**config.mk**
```make
export PLATFORM = sky130hd
export DESIGN_NAME = gate_pipe
export DESIGN_NICKNAME = d
export VERILOG_FILES = /design/src/rtl/gate_pkg.sv /design/src/rtl/gate_reduce.sv /design/src/rtl/gate_pipe.sv
export SDC_FILE = /design/constraint.sdc
export NUM_CORES = 1
export LEC_CHECK = 0
export CORE_MARGIN = 4
export CORE_UTILIZATION = 31
export DETAILED_ROUTE_END_ITERATION = 8
export GPL_ROUTABILITY_DRIVEN = 0
export GPL_TIMING_DRIVEN = 0
export MAX_ROUTING_LAYER = met4
export PLACE_DENSITY = 0.49
export SLEW_MARGIN = 30
export SYNTH_ARGS = -nofsm -noshare
export SYNTH_HDL_FRONTEND = slang
export SYNTH_HIERARCHICAL = 1
export SYNTH_SLANG_ARGS = --single-unit
```
**constraint.sdc**
```tcl
create_clock -name clk -period 2.76 [get_ports clk]
set_clock_uncertainty 0.1 [all_clocks]
set_input_delay 0.414 -clock clk [delete_from_list [all_inputs] [get_ports clk]]
set_output_delay 0.414 -clock clk [all_outputs]
set_load 0.02 [all_outputs]
```
**src/rtl/gate_pkg.sv**
```systemverilog
// Shared definitions for the gate library: operation codes used by the logic units.
package gate_pkg;

  localparam int unsigned OP_W = 3;

  localparam logic [OP_W-1:0] OP_AND     = 3'd0;
  localparam logic [OP_W-1:0] OP_OR      = 3'd1;
  localparam logic [OP_W-1:0] OP_XOR     = 3'd2;
  localparam logic [OP_W-1:0] OP_NAND    = 3'd3;
  localparam logic [OP_W-1:0] OP_NOR     = 3'd4;
  localparam logic [OP_W-1:0] OP_XNOR    = 3'd5;
  localparam logic [OP_W-1:0] OP_PASS    = 3'd6;
  localparam logic [OP_W-1:0] OP_ILLEGAL = 3'd7;

endpackage

```
**src/rtl/gate_reduce.sv**
```systemverilog
// Combinational multi-operand bitwise reduction with per-operand enables.
module gate_reduce
  import gate_pkg::*;
#(
  parameter int unsigned WIDTH  = 5,
  parameter int unsigned NUM_IN = 3
) (
  input  logic [OP_W-1:0]         op_i,
  input  logic [NUM_IN-1:0]       mask_i,
  input  logic [NUM_IN*WIDTH-1:0] data_i,
  output logic [WIDTH-1:0]        z_o,
  output logic                    err_o
);

  logic [WIDTH-1:0] and_acc;
  logic [WIDTH-1:0] or_acc;
  logic [WIDTH-1:0] xor_acc;

  // Disabled operands contribute the identity of each reduction, so skipping them is enough.
  always_comb begin
    and_acc = '1;
    or_acc  = '0;
    xor_acc = '0;
    for (int k = 0; k < NUM_IN; k++) begin
      if (mask_i[k]) begin
        and_acc = and_acc & data_i[k*WIDTH +: WIDTH];
        or_acc  = or_acc  | data_i[k*WIDTH +: WIDTH];
        xor_acc = xor_acc ^ data_i[k*WIDTH +: WIDTH];
      end
    end
  end

  always_comb begin
    z_o   = '0;
    err_o = 1'b0;
    case (op_i)
      OP_AND:  z_o = and_acc;
      OP_OR:   z_o = or_acc;
      OP_XOR:  z_o = xor_acc;
      OP_NAND: z_o = ~and_acc;
      OP_NOR:  z_o = ~or_acc;
      OP_XNOR: z_o = ~xor_acc;
      OP_PASS: z_o = data_i[WIDTH-1:0];
      default: err_o = 1'b1;
    endcase
  end

endmodule

```
**src/rtl/gate_pipe.sv**
```systemverilog
// Two-stage valid/ready pipelined logic unit: S1 captures the request, S2 holds the result.
module gate_pipe
  import gate_pkg::*;
#(
  parameter int unsigned WIDTH  = 5,
  parameter int unsigned NUM_IN = 3,
  parameter int unsigned CNT_W  = 8
) (
  input  logic                    clk,
  input  logic                    rst_n,
  input  logic                    in_valid,
  output logic                    in_ready,
  input  logic [OP_W-1:0]         in_op,
  input  logic [NUM_IN-1:0]       in_mask,
  input  logic [NUM_IN*WIDTH-1:0] in_data,
  output logic                    out_valid,
  input  logic                    out_ready,
  output logic [WIDTH-1:0]        out_z,
  output logic                    out_err,
  output logic [CNT_W-1:0]        done_cnt
);

  logic                    s1_valid_q, s1_valid_d;
  logic [OP_W-1:0]         s1_op_q, s1_op_d;
  logic [NUM_IN-1:0]       s1_mask_q, s1_mask_d;
  logic [NUM_IN*WIDTH-1:0] s1_data_q, s1_data_d;
  logic                    s2_valid_q, s2_valid_d;
  logic [WIDTH-1:0]        s2_z_q, s2_z_d;
  logic                    s2_err_q, s2_err_d;
  logic [CNT_W-1:0]        cnt_q, cnt_d;

  logic             s2_free;
  logic             s1_adv;
  logic             in_fire;
  logic             out_fire;
  logic [WIDTH-1:0] red_z;
  logic             red_err;

  gate_reduce #(
    .WIDTH  (WIDTH),
    .NUM_IN (NUM_IN)
  ) u_reduce (
    .op_i   (s1_op_q),
    .mask_i (s1_mask_q),
    .data_i (s1_data_q),
    .z_o    (red_z),
    .err_o  (red_err)
  );

  always_comb begin
    s2_free  = !s2_valid_q || out_ready;
    s1_adv   = s1_valid_q && s2_free;
    in_ready = !s1_valid_q || s2_free;
    in_fire  = in_valid && in_ready;
    out_fire = s2_valid_q && out_ready;
  end

  // S1 payload only loads on an accepted transfer, so idle X on the inputs never enters.
  always_comb begin
    s1_valid_d = s1_valid_q;
    s1_op_d    = s1_op_q;
    s1_mask_d  = s1_mask_q;
    s1_data_d  = s1_data_q;
    if (s1_adv) begin
      s1_valid_d = 1'b0;
    end
    if (in_fire) begin
      s1_valid_d = 1'b1;
      s1_op_d    = in_op;
      s1_mask_d  = in_mask;
      s1_data_d  = in_data;
    end
  end

  always_comb begin
    s2_valid_d = s2_valid_q;
    s2_z_d     = s2_z_q;
    s2_err_d   = s2_err_q;
    if (s2_free) begin
      s2_valid_d = s1_valid_q;
      if (s1_valid_q) begin
        s2_z_d   = red_z;
        s2_err_d = red_err;
      end
    end
  end

  always_comb begin
    cnt_d = cnt_q;
    if (out_fire && (cnt_q != {CNT_W{1'b1}})) begin
      cnt_d = cnt_q + CNT_W'(1);
    end
  end

  always_ff @(posedge clk or negedge rst_n) begin
    if (!rst_n) begin
      s1_valid_q <= 1'b0;
      s1_op_q    <= '0;
      s1_mask_q  <= '0;
      s1_data_q  <= '0;
      s2_valid_q <= 1'b0;
      s2_z_q     <= '0;
      s2_err_q   <= 1'b0;
      cnt_q      <= '0;
    end else begin
      s1_valid_q <= s1_valid_d;
      s1_op_q    <= s1_op_d;
      s1_mask_q  <= s1_mask_d;
      s1_data_q  <= s1_data_d;
      s2_valid_q <= s2_valid_d;
      s2_z_q     <= s2_z_d;
      s2_err_q   <= s2_err_d;
      cnt_q      <= cnt_d;
    end
  end

  assign out_valid = s2_valid_q;
  assign out_z     = s2_z_q;
  assign out_err   = s2_err_q;
  assign done_cnt  = cnt_q;

endmodule

```
# After elaboration in Yosys (flattened, before gate mapping)
# Cells that the tools add are included.
# op_classes
n_bitwise	9
eq_ne	7
muxes	12
n_reduce_logical	12
addsub	1
# ops
operator	n
two-way mux 5 bit	8
one-hot mux 5 bit (7 select lines)	1
inverter 5 bit	3
bitwise AND 5 bit	2
OR 5 bit	2
bitwise XOR 5 bit	2
equality test 3 bit, second input constant	3
adder 8 x 1 -> 8 bit, second input constant	1
inequality test 8 bit, second input constant	1
OR reduction 7 bit	1
equality test 3 x 2 -> 1 bit, second input constant	2
logical AND 1 bit	4
equality test 3 x 1 -> 1 bit, second input constant	1
zero test 3 bit	1
two-way mux 1 bit	3
zero test 1 bit	2
logical OR 1 bit	2
AND reduction 2 bit	1
nonzero test 2 bit	1
# word_totals
register_bits	37

# Logic depth before layout (Yosys ltp)
# logic_depth
word_depth	7
ltp_mapped	8

# Modules after synthesis
# Netlist, hierarchy kept.
# modules_own_cells
mod	n_inst	cells_each	seq_area_each_um2	area_per_inst_um2
gate_pipe	1	97	925.9	1566.5
gate_reduce	1	125	0.0	832.0

# Worst setup path before layout
# No wires, ideal clock.
# synth_path
path_kind	register to register
from	reg s1_mask_q[0]
to	reg s2_z_q[4], in the netlist out_z[4]
setup_slack_ns	0.838
synth_period_minus_slack_ns	1.922
setup_time_ns	0.128
stages_incl_launch_ff	9
t_arrival_ns	1.695
path_cell_list	dfrtp_1 > buf_6 > nand2_1 > ha_1 > nand2b_1 > and3_1 > a221oi_1 > nand4_1 > mux2_1
# synth_via
elab_chain_len	7
elab_cells_between_ends	18
cone_classes	9 x mux; 9 x bitwise
# synth_rtl
item	line_no	rtl
start: declaration	gate_pipe.sv:25	logic [NUM_IN-1:0] s1_mask_q, s1_mask_d;
start signal: assignment	gate_pipe.sv:108	s1_mask_q <= s1_mask_d;
two-way mux 5 bit	gate_reduce.sv:25	if (mask_i[k]) begin
bitwise XOR 5 bit, or another cell as far along	gate_reduce.sv:28	xor_acc = xor_acc ^ data_i[k*WIDTH +: WIDTH];
two-way mux 5 bit	gate_reduce.sv:25	
bitwise XOR 5 bit, or another cell as far along	gate_reduce.sv:28	
two-way mux 5 bit	gate_reduce.sv:25	
inverter 5 bit, on equally long branches	gate_reduce.sv:42, gate_reduce.sv:40, gate_reduce.sv:41	
one-hot mux 5 bit (7 select lines) *	gate_reduce.sv:36	case (op_i)
via red_z[4]	gate_pipe.sv:36	logic [WIDTH-1:0] red_z;
end signal: assignment	gate_pipe.sv:111	s2_z_q <= s2_z_d;
end: declaration	gate_pipe.sv:28	logic [WIDTH-1:0] s2_z_q, s2_z_d;
# Mark *: on every way through the listed nets, which the timed path passes. The rest lies on a longest branch.
# A chain may end at the register's enable or synchronous reset.

# Worst setup path after layout
# layout_path
from	in out_ready
to	out in_ready
# layout_via
elab_chain_len	2
# layout_rtl
item	line_no	rtl
start: declaration	gate_pipe.sv:17	input logic out_ready,
logical OR 1 bit	gate_pipe.sv:51	s2_free = !s2_valid_q || out_ready;
logical OR 1 bit	gate_pipe.sv:53	in_ready = !s1_valid_q || s2_free;
end: declaration	gate_pipe.sv:12	output logic in_ready,
# No other way between the ends.

==> run summary <==
crit-path max FO -> 6
Final Setup Violations -> 0
Leakage -> 1.33 nW
total of cells resized after clock tree synthesis -> 0
CP arrival -> 1780 ps
CTS HTree Levels -> 2
WL final -> 5.77 mm
Max-cap violations -> 0
Area contributors post-synth -> dfrtp_1, mux2_4, nand2_1
Achievable Freq -> 0.435 GHz
syn_nets -> 253
number of buffers created by CTS -> 5
layout cells sized above 1 -> 17.6%
initial antenna violation count -> 0
Site Rows -> 31
DP HPWL -> 4.25 mm
post-route setup TNS -> 0 ps
Crit path max-delay family -> buffers and inverters
synth cell count leaders -> dfrtp_1, nand2_1, mux2_4
Worst-Skew Late Latency -> 290 ps
leading area contributor after synthesis -> dfrtp_1
fin util -> 41.7%
count of input and output buffers -> 40
#FFs+latches synth -> 37
Final Cycle Share -> 83.3%
DR iter-0 viols -> 102
Gate Count Post-Synth -> 222
Antenna diodes -> 0
CTS max path bufs -> 2
count leader, synth -> dfrtp_1
Finished Cell Area -> 3080 sq um
DR vias/cell -> 5.12
synth warn -> 6
PwrDens -> 723 nW/um^2
Die Y -> 96.0 microns
post-DR wirelength/cell -> 15.6 microns
Die ar. -> 9210 sq um
gr usage total -> 13.6%
post-synth top area share -> 38.6%
Worst Path Required -> 2250 ps
NumNets Final -> 302
Die Width -> 96.0 microns
area grow syn2layout -> 28.2%
Max Slew Vio Count -> 0
outcome -> complete, no violations
Setup crit end kind -> output port
first-pass GRT wire length -> 9.34 mm
number of global-route vias before repair -> 1899
Hold/Removal Path Class -> flip-flop to flip-flop
Max-slew headroom -> 67.8%
CP peak stage delay -> 620 ps
CTS Root Cell -> clkbuf_8
RSZ-0062 raised after global routing -> false
crit start category -> primary input
Mean Syn Cell Area -> 10.8 sq um
DRC -> 0
Clk pin slew, worst setup/hold paths -> 70 ps
Power, Total -> 2.22 mW
drt first pass iters -> 4
worst-path cell chain -> clkdlybuf4s50_1 -> nand3b_2 -> clkdlybuf4s50_1
most common flop cell mapped by yosys -> dfrtp_1
Final Hold Fails -> 0
setup bufs post-CTS -> 0
ANT nets after route -> 0
remaining global-route overflow -> 0
Area after DPL -> 2950 sq um
Initial Utilization -> 32.5%
Slew @ Worst Pin -> 483 ps
IO Count -> 41
total clock sinks -> 37
largest net degree at the start of global routing -> 21
post-synthesis async set-or-reset flop share -> 100%
Crit Path Class -> primary input to output port
CP max-delay cell -> clkdlybuf4s50_1
vias post-DR -> 1898
most used cell, CP -> clkdlybuf4s50_1
area of the mapped netlist -> 2400 sq um
Post-synth EDFFs -> 0
CTS tree -> built
CORE AREA -> 7370 sq um
Peak VDD IR -> 0.330 mV
synth unique cells -> 46
post-synthesis sequential area ratio -> 38.6%
Crit path buffers/inverters -> 2
clock period minus worst slack -> 2300 ps
stage by stage:
step           setup WS, ps  instances  hold WS (ps)
3_5_place_dp            455        362           301
4_1_cts                 442        371           409
5_1_grt                 306        371           427
2_1_floorplan           838        222          18.4
6_report                461        371           401
3_3_place_gp            187        361           379
cells in the final DEF (no fill, tap or decap), drive strengths merged, types with 6 or more instances in the layout:
cell           count
clkbuf             8
ha                 6
nand2             24
mux2              29
nand4              9
and3              11
nor2               7
dfrtp             37
inv                8
clkdlybuf4s50     39
nand2b            11
nand3b             6
a21oi              7
nor2b              9
buf               10
repair_timing:
action                                 CTS  global route
setup endpoints to repair                0             0
hold buffers                             1             0
endpoints found under the hold margin   17             0
power by group:
| group | switching (mW) | leakage (nW) | internal [mW] | total, mW |
|---|---|---|---|---|
| clock network | 0.210 | 0.0574 | 0.294 | 0.504 |
| registers | 0.145 | 0.440 | 0.673 | 0.817 |
| logic | 0.432 | 0.833 | 0.471 | 0.903 |
| total | 0.786 | 1.33 | 1.44 | 2.22 |
registers in the layout, indices dropped and copies added (netlist names):
signal,count
s1_data_q,15
done_cnt,8
out_z,5
s1_mask_q,3
s1_op_q,3
out_err,1
out_valid,1
s1_valid_q,1
layout make-up:
type / instances / area [sq um]
clock inverters: 2 / 37.5
fillers: 737 / 4290
well taps: 99 / 124
inverters: 8 / 30.0
repair buffers: 42 / 433
clock buffers: 6 / 82.6
plain buffers: 10 / 75.1
flip-flops and latches: 37 / 926
multi-input cells: 167 / 1370
layer usage:
metal,share of wire [%],track usage (%)
met1,50,18.6
met2,46,20.5
met3,3.3,2.66
met4,0.90,3.55
met5,0,-
kinds of logic (layout without fill, tap and decap cells):
group	after synthesis	count (layout)	synth area share [%]
xor+xnor	4	4	1.46
buf+inv	18	68	4.38
compound gates	39	39	13.3
fa+ha+maj	6	6	3.13
simple gates	89	89	22.2
flops	37	37	38.6
mux	29	29	16.9
path summary, 6_finish.rpt:
check                                               from                        end  slack, ps  cells past startpoint
worst max-delay path                           out_ready                   in_ready        460                      3
worst min register to register      out_z[3]$_DFFE_PN0P_       out_z[3]$_DFFE_PN0P_        400                      1
worst max register to register  s1_mask_q[0]$_DFFE_PN0P_       out_z[1]$_DFFE_PN0P_        510                      8
min in group asynchronous                          rst_n  s1_data_q[11]$_DFFE_PN0P_        510                      2
max in group asynchronous                          rst_n       out_z[4]$_DFFE_PN0P_       1580                      3
worst min-delay path                out_z[3]$_DFFE_PN0P_       out_z[3]$_DFFE_PN0P_        400                      1
(Power assumes the default switching activity.)
